## src/rtl/i2c_target_regfile.sv

```systemverilog
// I2C target with a byte-wide register file behind an auto-incrementing pointer.
// SCL/SDA are oversampled on clk; START/STOP are detected from the synchronised samples.
module i2c_target_regfile #(
   parameter logic [6:0] SLAVE_ADDR  = 7'h50,
   parameter int         DEPTH       = 16,
   parameter int         SYNC_STAGES = 2,
   localparam int        AW          = (DEPTH > 1) ? $clog2(DEPTH) : 1
) (
   input  logic          clk,
   input  logic          rst,
   input  logic          scl_i,
   input  logic          sda_i,
   output logic          sda_oe,
   output logic          busy,
   output logic          wr_valid,
   output logic [AW-1:0] wr_addr,
   output logic [7:0]    wr_data,
   input  logic [AW-1:0] host_raddr,
   output logic [7:0]    host_rdata
);

   typedef enum logic [3:0] {
      IDLE, ADDR, ADDR_ACK, PTR, PTR_ACK, WDATA, WDATA_ACK, RDATA, RDATA_ACK, IGNORE
   } state_t;

   localparam logic [8:0] DEPTH9 = 9'(DEPTH);

   logic [SYNC_STAGES-1:0] scl_sync_q, scl_sync_d;
   logic [SYNC_STAGES-1:0] sda_sync_q, sda_sync_d;
   logic                   scl_hist_q, sda_hist_q;
   logic                   scl_s, sda_s;
   logic                   scl_rise, scl_fall, sda_rise, sda_fall;
   logic                   start_det, stop_det;

   state_t                 state_q, state_d;
   logic [3:0]             cnt_q, cnt_d;
   logic [6:0]             sh_q, sh_d;
   logic                   rw_q, rw_d;
   logic [AW-1:0]          ptr_q, ptr_d;
   logic                   oe_q, oe_d;
   logic                   busy_q, busy_d;
   logic                   wr_valid_q, wr_valid_d;
   logic [AW-1:0]          wr_addr_q, wr_addr_d;
   logic [7:0]             wr_data_q, wr_data_d;
   logic [7:0]             host_rdata_q, host_rdata_d;
   logic [7:0]             regs_q [DEPTH];
   logic [7:0]             regs_d [DEPTH];
   logic                   we;
   logic [7:0]             rx_byte;
   logic [7:0]             rd_byte;

   assign scl_s     = scl_sync_q[SYNC_STAGES-1];
   assign sda_s     = sda_sync_q[SYNC_STAGES-1];
   assign scl_rise  = scl_s & ~scl_hist_q;
   assign scl_fall  = ~scl_s & scl_hist_q;
   assign sda_rise  = sda_s & ~sda_hist_q;
   assign sda_fall  = ~sda_s & sda_hist_q;
   // SCL must be stable high across both samples, so a coincident SCL edge wins.
   assign start_det = sda_fall & scl_s & scl_hist_q;
   assign stop_det  = sda_rise & scl_s & scl_hist_q;

   assign rx_byte = {sh_q, sda_s};
   assign rd_byte = regs_q[ptr_q];

   always_comb begin
      scl_sync_d   = {scl_sync_q[SYNC_STAGES-2:0], scl_i};
      sda_sync_d   = {sda_sync_q[SYNC_STAGES-2:0], sda_i};
      host_rdata_d = regs_q[host_raddr];
   end

   always_comb begin
      state_d    = state_q;
      cnt_d      = cnt_q;
      sh_d       = sh_q;
      rw_d       = rw_q;
      ptr_d      = ptr_q;
      oe_d       = oe_q;
      busy_d     = busy_q;
      wr_valid_d = 1'b0;
      wr_addr_d  = wr_addr_q;
      wr_data_d  = wr_data_q;
      we         = 1'b0;
      if (start_det) begin
         state_d = ADDR;
         cnt_d   = 4'd0;
         oe_d    = 1'b0;
      end else if (stop_det) begin
         state_d = IDLE;
         cnt_d   = 4'd0;
         oe_d    = 1'b0;
         busy_d  = 1'b0;
      end else begin
         case (state_q)
            IDLE, IGNORE: ;
            ADDR: if (scl_rise) begin
               sh_d  = rx_byte[6:0];
               cnt_d = cnt_q + 4'd1;
               if (cnt_q == 4'd7) begin
                  cnt_d = 4'd0;
                  if (rx_byte[7:1] == SLAVE_ADDR) begin
                     state_d = ADDR_ACK;
                     busy_d  = 1'b1;
                     rw_d    = rx_byte[0];
                  end else begin
                     state_d = IGNORE;
                  end
               end
            end
            // cnt 0: waiting for the fall that starts the ACK bit; 1: the fall that ends it.
            ADDR_ACK, PTR_ACK, WDATA_ACK: if (scl_fall) begin
               if (cnt_q == 4'd0) begin
                  oe_d  = 1'b1;
                  cnt_d = 4'd1;
               end else begin
                  oe_d  = 1'b0;
                  cnt_d = 4'd0;
                  if (state_q == ADDR_ACK && rw_q) begin
                     state_d = RDATA;
                     sh_d    = rd_byte[6:0];
                     oe_d    = ~rd_byte[7];
                     cnt_d   = 4'd1;
                  end else if (state_q == ADDR_ACK) begin
                     state_d = PTR;
                  end else begin
                     state_d = WDATA;
                  end
               end
            end
            PTR: if (scl_rise) begin
               sh_d  = rx_byte[6:0];
               cnt_d = cnt_q + 4'd1;
               if (cnt_q == 4'd7) begin
                  cnt_d = 4'd0;
                  if ({1'b0, rx_byte} < DEPTH9) begin
                     ptr_d   = rx_byte[AW-1:0];
                     state_d = PTR_ACK;
                  end else begin
                     state_d = IGNORE;
                  end
               end
            end
            WDATA: if (scl_rise) begin
               sh_d  = rx_byte[6:0];
               cnt_d = cnt_q + 4'd1;
               if (cnt_q == 4'd7) begin
                  cnt_d      = 4'd0;
                  we         = 1'b1;
                  wr_valid_d = 1'b1;
                  wr_addr_d  = ptr_q;
                  wr_data_d  = rx_byte;
                  ptr_d      = ptr_q + 1'b1;
                  state_d    = WDATA_ACK;
               end
            end
            // The MSB went out with the previous fall; sh holds the remaining bits.
            RDATA: if (scl_fall) begin
               if (cnt_q == 4'd8) begin
                  oe_d    = 1'b0;
                  cnt_d   = 4'd0;
                  state_d = RDATA_ACK;
               end else begin
                  oe_d  = ~sh_q[6];
                  sh_d  = {sh_q[5:0], 1'b0};
                  cnt_d = cnt_q + 4'd1;
               end
            end
            RDATA_ACK: begin
               if (cnt_q == 4'd0) begin
                  if (scl_rise) begin
                     ptr_d = ptr_q + 1'b1;
                     if (sda_s) state_d = IGNORE;
                     else       cnt_d   = 4'd1;
                  end
               end else if (scl_fall) begin
                  sh_d    = rd_byte[6:0];
                  oe_d    = ~rd_byte[7];
                  cnt_d   = 4'd1;
                  state_d = RDATA;
               end
            end
            default: state_d = IDLE;
         endcase
      end
   end

   always_comb begin
      regs_d = regs_q;
      if (we) regs_d[ptr_q] = rx_byte;
   end

   always_ff @(posedge clk) begin
      if (rst) begin
         scl_sync_q   <= '1;
         sda_sync_q   <= '1;
         scl_hist_q   <= 1'b1;
         sda_hist_q   <= 1'b1;
         state_q      <= IDLE;
         cnt_q        <= 4'd0;
         sh_q         <= 7'd0;
         rw_q         <= 1'b0;
         ptr_q        <= '0;
         oe_q         <= 1'b0;
         busy_q       <= 1'b0;
         wr_valid_q   <= 1'b0;
         wr_addr_q    <= '0;
         wr_data_q    <= 8'd0;
         host_rdata_q <= 8'd0;
         for (int i = 0; i < DEPTH; i++) regs_q[i] <= 8'd0;
      end else begin
         scl_sync_q   <= scl_sync_d;
         sda_sync_q   <= sda_sync_d;
         scl_hist_q   <= scl_s;
         sda_hist_q   <= sda_s;
         state_q      <= state_d;
         cnt_q        <= cnt_d;
         sh_q         <= sh_d;
         rw_q         <= rw_d;
         ptr_q        <= ptr_d;
         oe_q         <= oe_d;
         busy_q       <= busy_d;
         wr_valid_q   <= wr_valid_d;
         wr_addr_q    <= wr_addr_d;
         wr_data_q    <= wr_data_d;
         host_rdata_q <= host_rdata_d;
         regs_q       <= regs_d;
      end
   end

   assign sda_oe     = oe_q;
   assign busy       = busy_q;
   assign wr_valid   = wr_valid_q;
   assign wr_addr    = wr_addr_q;
   assign wr_data    = wr_data_q;
   assign host_rdata = host_rdata_q;

endmodule
```

## config.mk

```make
export PLATFORM = sky130hd
export DESIGN_NAME = i2c_target_regfile
export DESIGN_NICKNAME = d
export VERILOG_FILES = /design/src/rtl/i2c_target_regfile.sv
export SDC_FILE = /design/constraint.sdc
export NUM_CORES = 1
export LEC_CHECK = 0
export ABC_CLOCK_PERIOD_IN_PS = 2100
export CORE_MARGIN = 1
export CORE_UTILIZATION = 50
export CTS_BUF_LIST = sky130_fd_sc_hd__clkbuf_8
export CTS_CLUSTER_SIZE = 30
export DETAILED_ROUTE_END_ITERATION = 10
export PLACE_DENSITY_LB_ADDON = 0.15
export SLEW_MARGIN = 20
export SYNTH_ARGS = -nofsm -noshare
export SYNTH_HDL_FRONTEND = slang
export SYNTH_SLANG_ARGS = --single-unit
```

## constraint.sdc

```tcl
create_clock -name clk -period 2.1 [get_ports clk]
set_input_delay 0.315 -clock clk [delete_from_list [all_inputs] [get_ports clk]]
set_output_delay 0.315 -clock clk [all_outputs]
set_load 0.005 [all_outputs]
```

# Word-level counts from Yosys, hierarchy flattened
# Index checks and enable logic that the tools add are counted.
word_totals:
  reg_bits: 177
  in_bits: 8
  output_inout_bits: 23
  elab_cells: 206
classes:
  add_sub_neg: 2
  n_lt_le_gt_ge: 4
  n_eq_ne: 48
  muxes: 77
  bitwise: 19
  reduce_logical: 24
op_table:
  columns: ["cell", "count"]
  rows:
  - ["$bwmux W128", 1]
  - ["$mux W4", 32]
  - ["$bmux W8 S4", 2]
  - ["$mux W7", 8]
  - ["$mux W8", 5]
  - ["$ne A4 B4 Y1 const B", 10]
  - ["$ne A2 B2 Y1 const B", 17]
  - ["$demux W8 S4", 1]
  - ["$pmux W4 S7", 1]
  - ["$pmux W7 S4", 1]
  - ["$reduce_and A14 Y1", 2]
  - ["$mux W1", 21]
  - ["$eq A4 B3 Y1 const B", 5]
  - ["$pmux W4 S4", 1]
  - ["$ne A3 B3 Y1 const B", 5]
  - ["$ne A5 B5 Y1 const B", 3]
  - ["$reduce_and A5 Y1", 3]
  - ["$eq A4 B4 Y1 const B", 3]
  - ["$pmux W4 S3", 1]
  - ["$reduce_and A11 Y1", 1]
  - ["$ge A5 B5 Y1 const B", 2]
  - ["$not A4 Y5", 2]
  - ["$reduce_and A10 Y1", 1]
  - ["$not A1 Y1", 9]
  - ["19 further kinds", 37]

# Longest topological paths before layout
# Gate-level depths: netlist (run 1).
depth:
  word_depth: 9
  depth_mapped: 9
  mapped_depth_nobuf: 8

# Worst setup path before layout (run 1)
# No wires, ideal clock.
synth_timing:
  kind: "input-to-reg"
  startpoint: "in host_raddr[0]"
  endpoint: "reg host_rdata_q[1], in the netlist host_rdata[1]"
  setup_ps: 128
  arrival_ps: 1923
  t_required_ps: 1972
  setup_slack_ps: 49
  stages: 5
  path_buffers: 2
  cell_sequence: "clkbuf_1 > buf_2 > mux4_2 > mux4_2 > nor2b_1"
synth_via:
  elab_chain_len: 4
synth_lines:
  columns: ["item", "line", "source"]
  rows:
  - ["start: declaration", "18", "input logic [AW-1:0] host_raddr,"]
  - ["$not A4 Y5 (implied by the code)", "68", "host_rdata_d = regs_q[host_raddr];"]
  - ["$bmux W8 S4", "68", null]
  - ["$mux W8 (implied by the code) (2 in series)", "68", null]
  - ["end signal: assignment", "224", "host_rdata_q <= host_rdata_d;"]
  - ["end: declaration", "45", "logic [7:0] host_rdata_q, host_rdata_d;"]
# Every way passes these cells. The select of a mux whose other input is x is not followed.
# A chain may end at the register's enable or synchronous reset.

# Worst setup path in the final report (run 1)
layout_timing:
  startpoint: "reg cnt_q[1]"
  endpoint: "reg cnt_q[3]"
layout_via:
  elab_chain_len: 4
  elab_cells_between_ends: 14
  cone_classes: "1 x add/sub; 5 x eq/ne; 6 x mux; 2 x reduce/logical"
layout_lines:
  columns: ["item", "line", "source"]
  rows:
  - ["start: declaration", "36", "logic [3:0] cnt_q, cnt_d;"]
  - ["start signal: assignment", "215", "cnt_q <= cnt_d;"]
  - ["$add A4 B1 Y4 (tied with other cells)", null, null]
  - ["$mux W4, on equally long branches", null, null]
  - ["$mux W4, on equally long branches", "156, 142", null]
  - ["$pmux W4 S4", "93", "case (state_q)"]
# Parallel ways exist; a longest one is shown, timed or not. The select of a mux whose other input is x is not followed.

==> flow_metrics.env, run 1 <==
export IMPL_outcome="finished clean"
export IMPL_synth_edf_count=0
export IMPL_die_area_sq_um=19000
export IMPL_drt_wl_total_mm=26.10
export IMPL_worst_pin_slew_ps=587.0
export IMPL_dpl_cell_area_sq_um=10110
export IMPL_synth_top_area_share_pct=38.40
export IMPL_antenna_found_initial=0
export IMPL_core_area_sq_um=18020
export IMPL_setup_slack_ps=11.52
export IMPL_sequentialPowerShare_pct=50.2
export IMPL_fin_util_pct=59.49
export IMPL_pre_cts_slack_ps=-143.1
export IMPL_clkTransAtPathRegs_ps=90
export IMPL_rsz0062_at_grt="yes"
export IMPL_via_per_inst=6.057
export IMPL_critical_path_class="flop to flop"
export IMPL_power_density_nw_per_um2=636.8
export IMPL_crit_path_end_kind="flop"
export IMPL_worstSkewPairLatency_ps=480
export IMPL_dpl_hpwl_mm=17.63
export IMPL_path_max_fanout=5
export IMPL_antenna_cells=0
export IMPL_synth_top_cells_by_count="dfxtp_1 (177), mux2i_1 (161), nor2_1 (157)"
export IMPL_p_comb_share_pct=14.6
export IMPL_setup_tns_ps=0
export IMPL_cts_made_buffers=17
export IMPL_p_sw_share_pct=27.60
export IMPL_rr_startpoint="cnt_q[1]$_SDFFE_PP0P_"
export IMPL_slew_headroom_pct=60.72
export IMPL_wl_per_cell_um=21.91
export IMPL_crit_required_ps=2510
export IMPL_clockBufferDepth=2
export IMPL_syn_cell_area_sq_um=9228
export IMPL_drt_iter0_drc=662
export IMPL_slew_violations=0
export IMPL_portBuffers=30
export IMPL_synth_top_cell_by_area="dfxtp_1"
export IMPL_ant_nets=0
export IMPL_max_cap_viol_count=0
export IMPL_hold_viol=0
export IMPL_first_pass_iters=6
export IMPL_irDropWorstVdd_v=0.0004391
export IMPL_grt_pass1_wl_mm=40.52
export IMPL_drive_above_1_share_pct=24.12
export IMPL_clock_tree_root_cell="clkbuf_8"
export IMPL_dp_cells=1149
export IMPL_ys_warnings_count=0
export IMPL_track_usage_pct=28.99
export IMPL_whs_endpoint="rw_q$_SDFFE_PP0P_"
export IMPL_yosysMostFrequentCell="dfxtp_1"
export IMPL_skew_ps=13.85
export IMPL_hold_path_class="primary input to flop"
export IMPL_grt_pass1_vias=7081
export IMPL_crit_arrival_ps=2500
export IMPL_yosysSeqAreaShare_pct=38.40
export IMPL_cellLeakagePower_nw=4.748
export IMPL_htree_num_levels=4
export IMPL_intPower_mw=4.944
export IMPL_p_clk_share_pct=35.3
export IMPL_p_sw_mw=1.884
export IMPL_postLayoutCellArea_sq_um=10720
export IMPL_async_flop_share_pct=0
export IMPL_synth_avg_cell_area_sq_um=10.23
export IMPL_cts_hold_buf=0
export IMPL_total_power_mw=6.828
export IMPL_clock_fmax_mhz=478.8
export IMPL_setup_violations=0
export IMPL_die_w_um=137.9
export IMPL_gp_congestion=0.8810
export IMPL_synth_net_count=916
export IMPL_final_net_count=963
export IMPL_min_period_ps=2088
export IMPL_final_cells=1191
export IMPL_num_vias=7214
export IMPL_regToRegSetupSlack_ps=10
export IMPL_grt_ovfl_total=0
export IMPL_drcViolationCount=0
export IMPL_start_util_pct=51.19
export IMPL_synth_ff_type="dfxtp_1"
export IMPL_cts_tree="yes"
export IMPL_holdPathStages=2
export IMPL_holdWs_ps=303.2
export IMPL_yosysUniqueCellTypes=62
export IMPL_syn_to_final_growth_pct=16.20
export IMPL_reg2reg_depth=7
export IMPL_synthTopCellsByArea="dfxtp_1 (38%), mux2i_1 (17%), mux4_2 (15%), nor2_1 (6.4%), clkbuf_1 (2.4%)"
export IMPL_ys_ff_latch=177
export IMPL_synthCells=902
export IMPL_period_share_pct=99.45
export IMPL_rows=49
export IMPL_reg2reg_to="cnt_q[3]$_SDFFE_PP0P_"
export IMPL_grt_max_degree=93
export IMPL_fp_dieH_um=137.9
export IMPL_pin_count=31
export IMPL_cp_start_kind="flop"
export IMPL_hold_start="rst"
export IMPL_cts_sinks=177
-- worst max-delay path, stage by stage, from the launching register on --
cell	delay [ps]
dfxtp_4	370
inv_2	70
ha_4	130
or3b_4	410
o32ai_2	230
nand2_2	130
or4_4	520
a21oi_1	160
-- metal layers --
layer / track usage, % / vias up / wire length, um / part of all wire (%)
li1: - / 3316 / - / -
met1: 38.28 / 3619 / 11500 / 44
met2: 46.28 / 228 / 12260 / 47
met3: 6.469 / 51 / 1575 / 6.0
met4: 10.93 / 0 / 759 / 2.9
met5: 0 / - / 0 / 0
-- layout by cell type (no fill, tap or decap), types with 5 or more instances in the layout --
| master | count |
|---|---|
| nor2b_1 | 20 |
| dfxtp_1 | 170 |
| mux2_2 | 7 |
| nand3_4 | 7 |
| nand2_1 | 51 |
| nand2b_1 | 5 |
| clkbuf_8 | 19 |
| or2_2 | 7 |
| nor2_1 | 156 |
| a22oi_1 | 15 |
| nand4_2 | 5 |
| nand3_1 | 9 |
| nand3_2 | 5 |
| buf_4 | 66 |
| dfxtp_2 | 5 |
| inv_1 | 8 |
| clkdlybuf4s50_1 | 28 |
| mux4_2 | 60 |
| o21ai_0 | 7 |
| buf_12 | 11 |
| nor3_1 | 10 |
| a21oi_1 | 28 |
| nand4_1 | 7 |
| a31oi_1 | 7 |
| mux2i_1 | 161 |
-- worst max-delay path by stage --
stage,startpoint,endpoint,depth (start not counted)
2_1_floorplan,host_raddr[0],host_rdata[1]$_SDFF_PP0_,5
3_3_place_gp,host_raddr[1],host_rdata[5]$_SDFF_PP0_,5
3_5_place_dp,host_raddr[1],host_rdata[5]$_SDFF_PP0_,5
4_1_cts,cnt_q[0]$_SDFFE_PP0P_,cnt_q[3]$_SDFFE_PP0P_,7
5_1_grt,cnt_q[1]$_SDFFE_PP0P_,state_q[2]$_SDFFE_PP0P_,9
6_report,cnt_q[1]$_SDFFE_PP0P_,cnt_q[3]$_SDFFE_PP0P_,7
-- power groups by stage --
stage,Combinational [mW],Sequential [mW],Clock [mW]
after global placement,0.880,3.49,0
final,0.994,3.43,2.41
after floorplan,0.615,3.47,0
after detailed placement,0.893,3.49,0
after CTS,0.932,3.42,2.44
after global routing,1.06,3.43,2.59
-- state kept, by name, summed over array words and instances (netlist names), 2 cells and up --
name,count
regs_q,128
host_rdata,8
wr_data,8
sh_q,7
cnt_q,4
ptr_q,4
state_q,4
wr_addr,4
scl_sync_q,2
sda_sync_q,2
-- final cells by class --
cell class / count / area (sq um)
clock buffer: 19 / 261.5
clock inverter: 13 / 136.4
fill: 1540 / 7302
inverter: 9 / 36.28
multi-input combinational: 636 / 5408
sequential: 177 / 3557
tap: 229 / 286.5
timing repair buffer: 108 / 1037
-- logic make-up after synthesis --
group,share of synthesized area (%)
AO/OA/AOI/OAI,6.156
AND/OR/NAND/NOR,17.02
multiplexers,33.21
buffers and inverters,4.027
flip-flops,38.40
XOR/XNOR,0.3797
adder cells (fa/ha/maj),0.8135
-- timing repair --
action,4_1_cts,5_1_grt
endpoints found under the setup margin,17,95
setup buffers,5,4
gates resized for setup,4,24
endpoints found under the hold margin,0,0
cloned,0,1
pin swaps,2,13
Note: power is estimated with default switching activity, not from simulation.
==> run 2: changes to the inputs <==
Settings changed: CORE_UTILIZATION 50 to 58.
==> run 2 against run 1 <==
Compared with the run above:
- utilization rose by 9.3 points
- largest cell class unchanged
- combinational power fell by 5.1%
- flip-flop and latch count did not move
- via count rose by 2.2%
- non-clock buffer count fell by 12
- clock skew rose by 3.6 ps
- critical path depth did not move
- worst hold slack got worse by 63 ps
- global-route usage rose by 3.2 points
- die area fell by 14%
- sequential share of layout area rose by 0.42 points
==> flow_metrics.env, run 2 (synthesis results as in run 1) <==
export IMPL_outcome="finished clean"
export IMPL_setup_violations=0
export IMPL_multiInputGateArea_sq_um=5411
export IMPL_drt_wl_total_mm=25.47
export IMPL_slew_violations=0
export IMPL_largest_reg_flops=128
export IMPL_core_area_sq_um=15370
export IMPL_portBuffers=30
export IMPL_cts_sinks=177
export IMPL_num_vias=7376
export IMPL_path_max_fanout=5
export IMPL_ant_nets=0
export IMPL_start_util_pct=60.03
export IMPL_clkTransAtPathRegs_ps=100
export IMPL_rows=45
export IMPL_die_area_sq_um=16420
export IMPL_power_density_nw_per_um2=637.1
export IMPL_grt_pass1_wl_mm=39.59
export IMPL_final_net_count=951
export IMPL_clock_fmax_mhz=476.5
export IMPL_min_period_ps=2098
export IMPL_final_common_cell="dfxtp_1"
export IMPL_dpl_hpwl_mm=18.10
export IMPL_grt_ovfl_total=0
export IMPL_worst_pin_slew_ps=940.4
export IMPL_clock_tree_root_cell="clkbuf_8"
export IMPL_slew_headroom_pct=37.18
export IMPL_gp_congestion=0.8998
export IMPL_total_power_mw=6.739
export IMPL_via_per_inst=6.359
export IMPL_period_share_pct=99.92
export IMPL_htree_num_levels=4
export IMPL_grt_max_degree=84
export IMPL_drcViolationCount=0
export IMPL_skew_ps=17.47
export IMPL_critical_path_class="flop to flop"
export IMPL_cts_tree="yes"
export IMPL_largest_register="regs_q"
export IMPL_track_usage_pct=32.18
export IMPL_cts_made_buffers=17
export IMPL_die_w_um=128.1
export IMPL_postLayoutCellArea_sq_um=10580
export IMPL_drt_iter0_drc=896
export IMPL_hold_path_class="primary input to flop"
export IMPL_rsz0062_at_grt="yes"
export IMPL_drive_above_1_share_pct=22.76
export IMPL_fp_dieH_um=128.1
export IMPL_hold_viol=0
export IMPL_holdWs_ps=240.2
export IMPL_antenna_found_initial=0
export IMPL_pin_count=31
export IMPL_first_pass_iters=6
export IMPL_crit_required_ps=2510
export IMPL_max_cap_viol_count=0
export IMPL_clockBufferDepth=2
export IMPL_crit_arrival_ps=2510
export IMPL_syn_to_final_growth_pct=14.64
export IMPL_cellLeakagePower_nw=4.626
export IMPL_worstSkewPairLatency_ps=480
export IMPL_dpl_cell_area_sq_um=10050
export IMPL_crit_path_end_kind="flop"
export IMPL_irDropWorstVdd_v=0.0006666
export IMPL_mostFrequentLayoutCells="dfxtp_1 (171), mux2i_1 (159), nor2_1 (157), mux4_2 (60), buf_4 (55)"
export IMPL_n_fill_cell=1171
export IMPL_antenna_cells=0
export IMPL_seq_area_sq_um=3553
export IMPL_cp_start_kind="flop"
export IMPL_wl_per_cell_um=21.95
export IMPL_grt_pass1_vias=6915
export IMPL_fin_util_pct=68.82
==> run 2: changes by cell type in the layout (fill, tap and decap cells not counted), moves of 3 or more <==
cell / previous run / this run
clkinv_2: 3 / 0
clkinvlp_4: 1 / 4
buf_4: 66 / 55
nand3_2: 5 / 1
nand3_4: 7 / 11
==> run 2: worst paths after layout <==
kind | slack [ps] | to | cells after the start | from
max | 2 | cnt_q[2]$_SDFFE_PP0P_ | 7 | cnt_q[0]$_SDFFE_PP0P_
min reg2reg | 420 | scl_sync_q[1]$_SDFF_PP1_ | 1 | scl_sync_q[0]$_SDFF_PP1_
max reg2reg | 2 | cnt_q[2]$_SDFFE_PP0P_ | 7 | cnt_q[0]$_SDFFE_PP0P_
min | 240 | wr_valid$_SDFF_PP0_ | 2 | rst
==> run 2: area by class of cell <==
cell class	instances	area share, %
clock buffers	17	2.212
clock inverters	14	1.467
inverters	9	0.3430
multi-input cells	636	51.15
flip-flops and latches	177	33.59
well taps	211	2.496
repair buffers	96	8.740
==> run 2: what timing repair did <==
action	CTS	global route
endpoints found under the setup margin	69	110
pin swaps	6	12
gates resized for setup	4	24
setup buffers	3	1
hold buffers	0	0
==> run 2: stage by stage <==
step | TNS, ps | setup WS (ps) | cells
after floorplan | 0 | 49.09 | 902
after detailed placement | -967.1 | -95.37 | 1125
after global placement | -455.6 | -77.34 | 1125
after global routing | -189.4 | -70.47 | 1160
final | 0 | 1.575 | 1160
after CTS | 0 | 5.516 | 1159
==> run 2: critical path: stages, from the launching register on <==
cell and delay, ps:
dfxtp_4 380, inv_4 60, ha_4 130, or3b_4 410, o32ai_4 270, nand2_2 120
or4_1 500, a21oi_1 150
==> run 2: where the power goes <==
group,leakage [nW],switching [mW],internal (mW)
registers,1.43,0.0349,3.39
clock network,0.192,1.31,1.07
logic,3.01,0.552,0.391
==> run 2: routing by layer <==
metal / vias up / global-route usage (%) / part of all wire [%]
li1: 3287 / - / -
met1: 3682 / 46.24 / 45
met2: 363 / 48.56 / 46
met3: 44 / 5.718 / 7.0
met4: 0 / 11.83 / 2.6
met5: - / 0 / 0
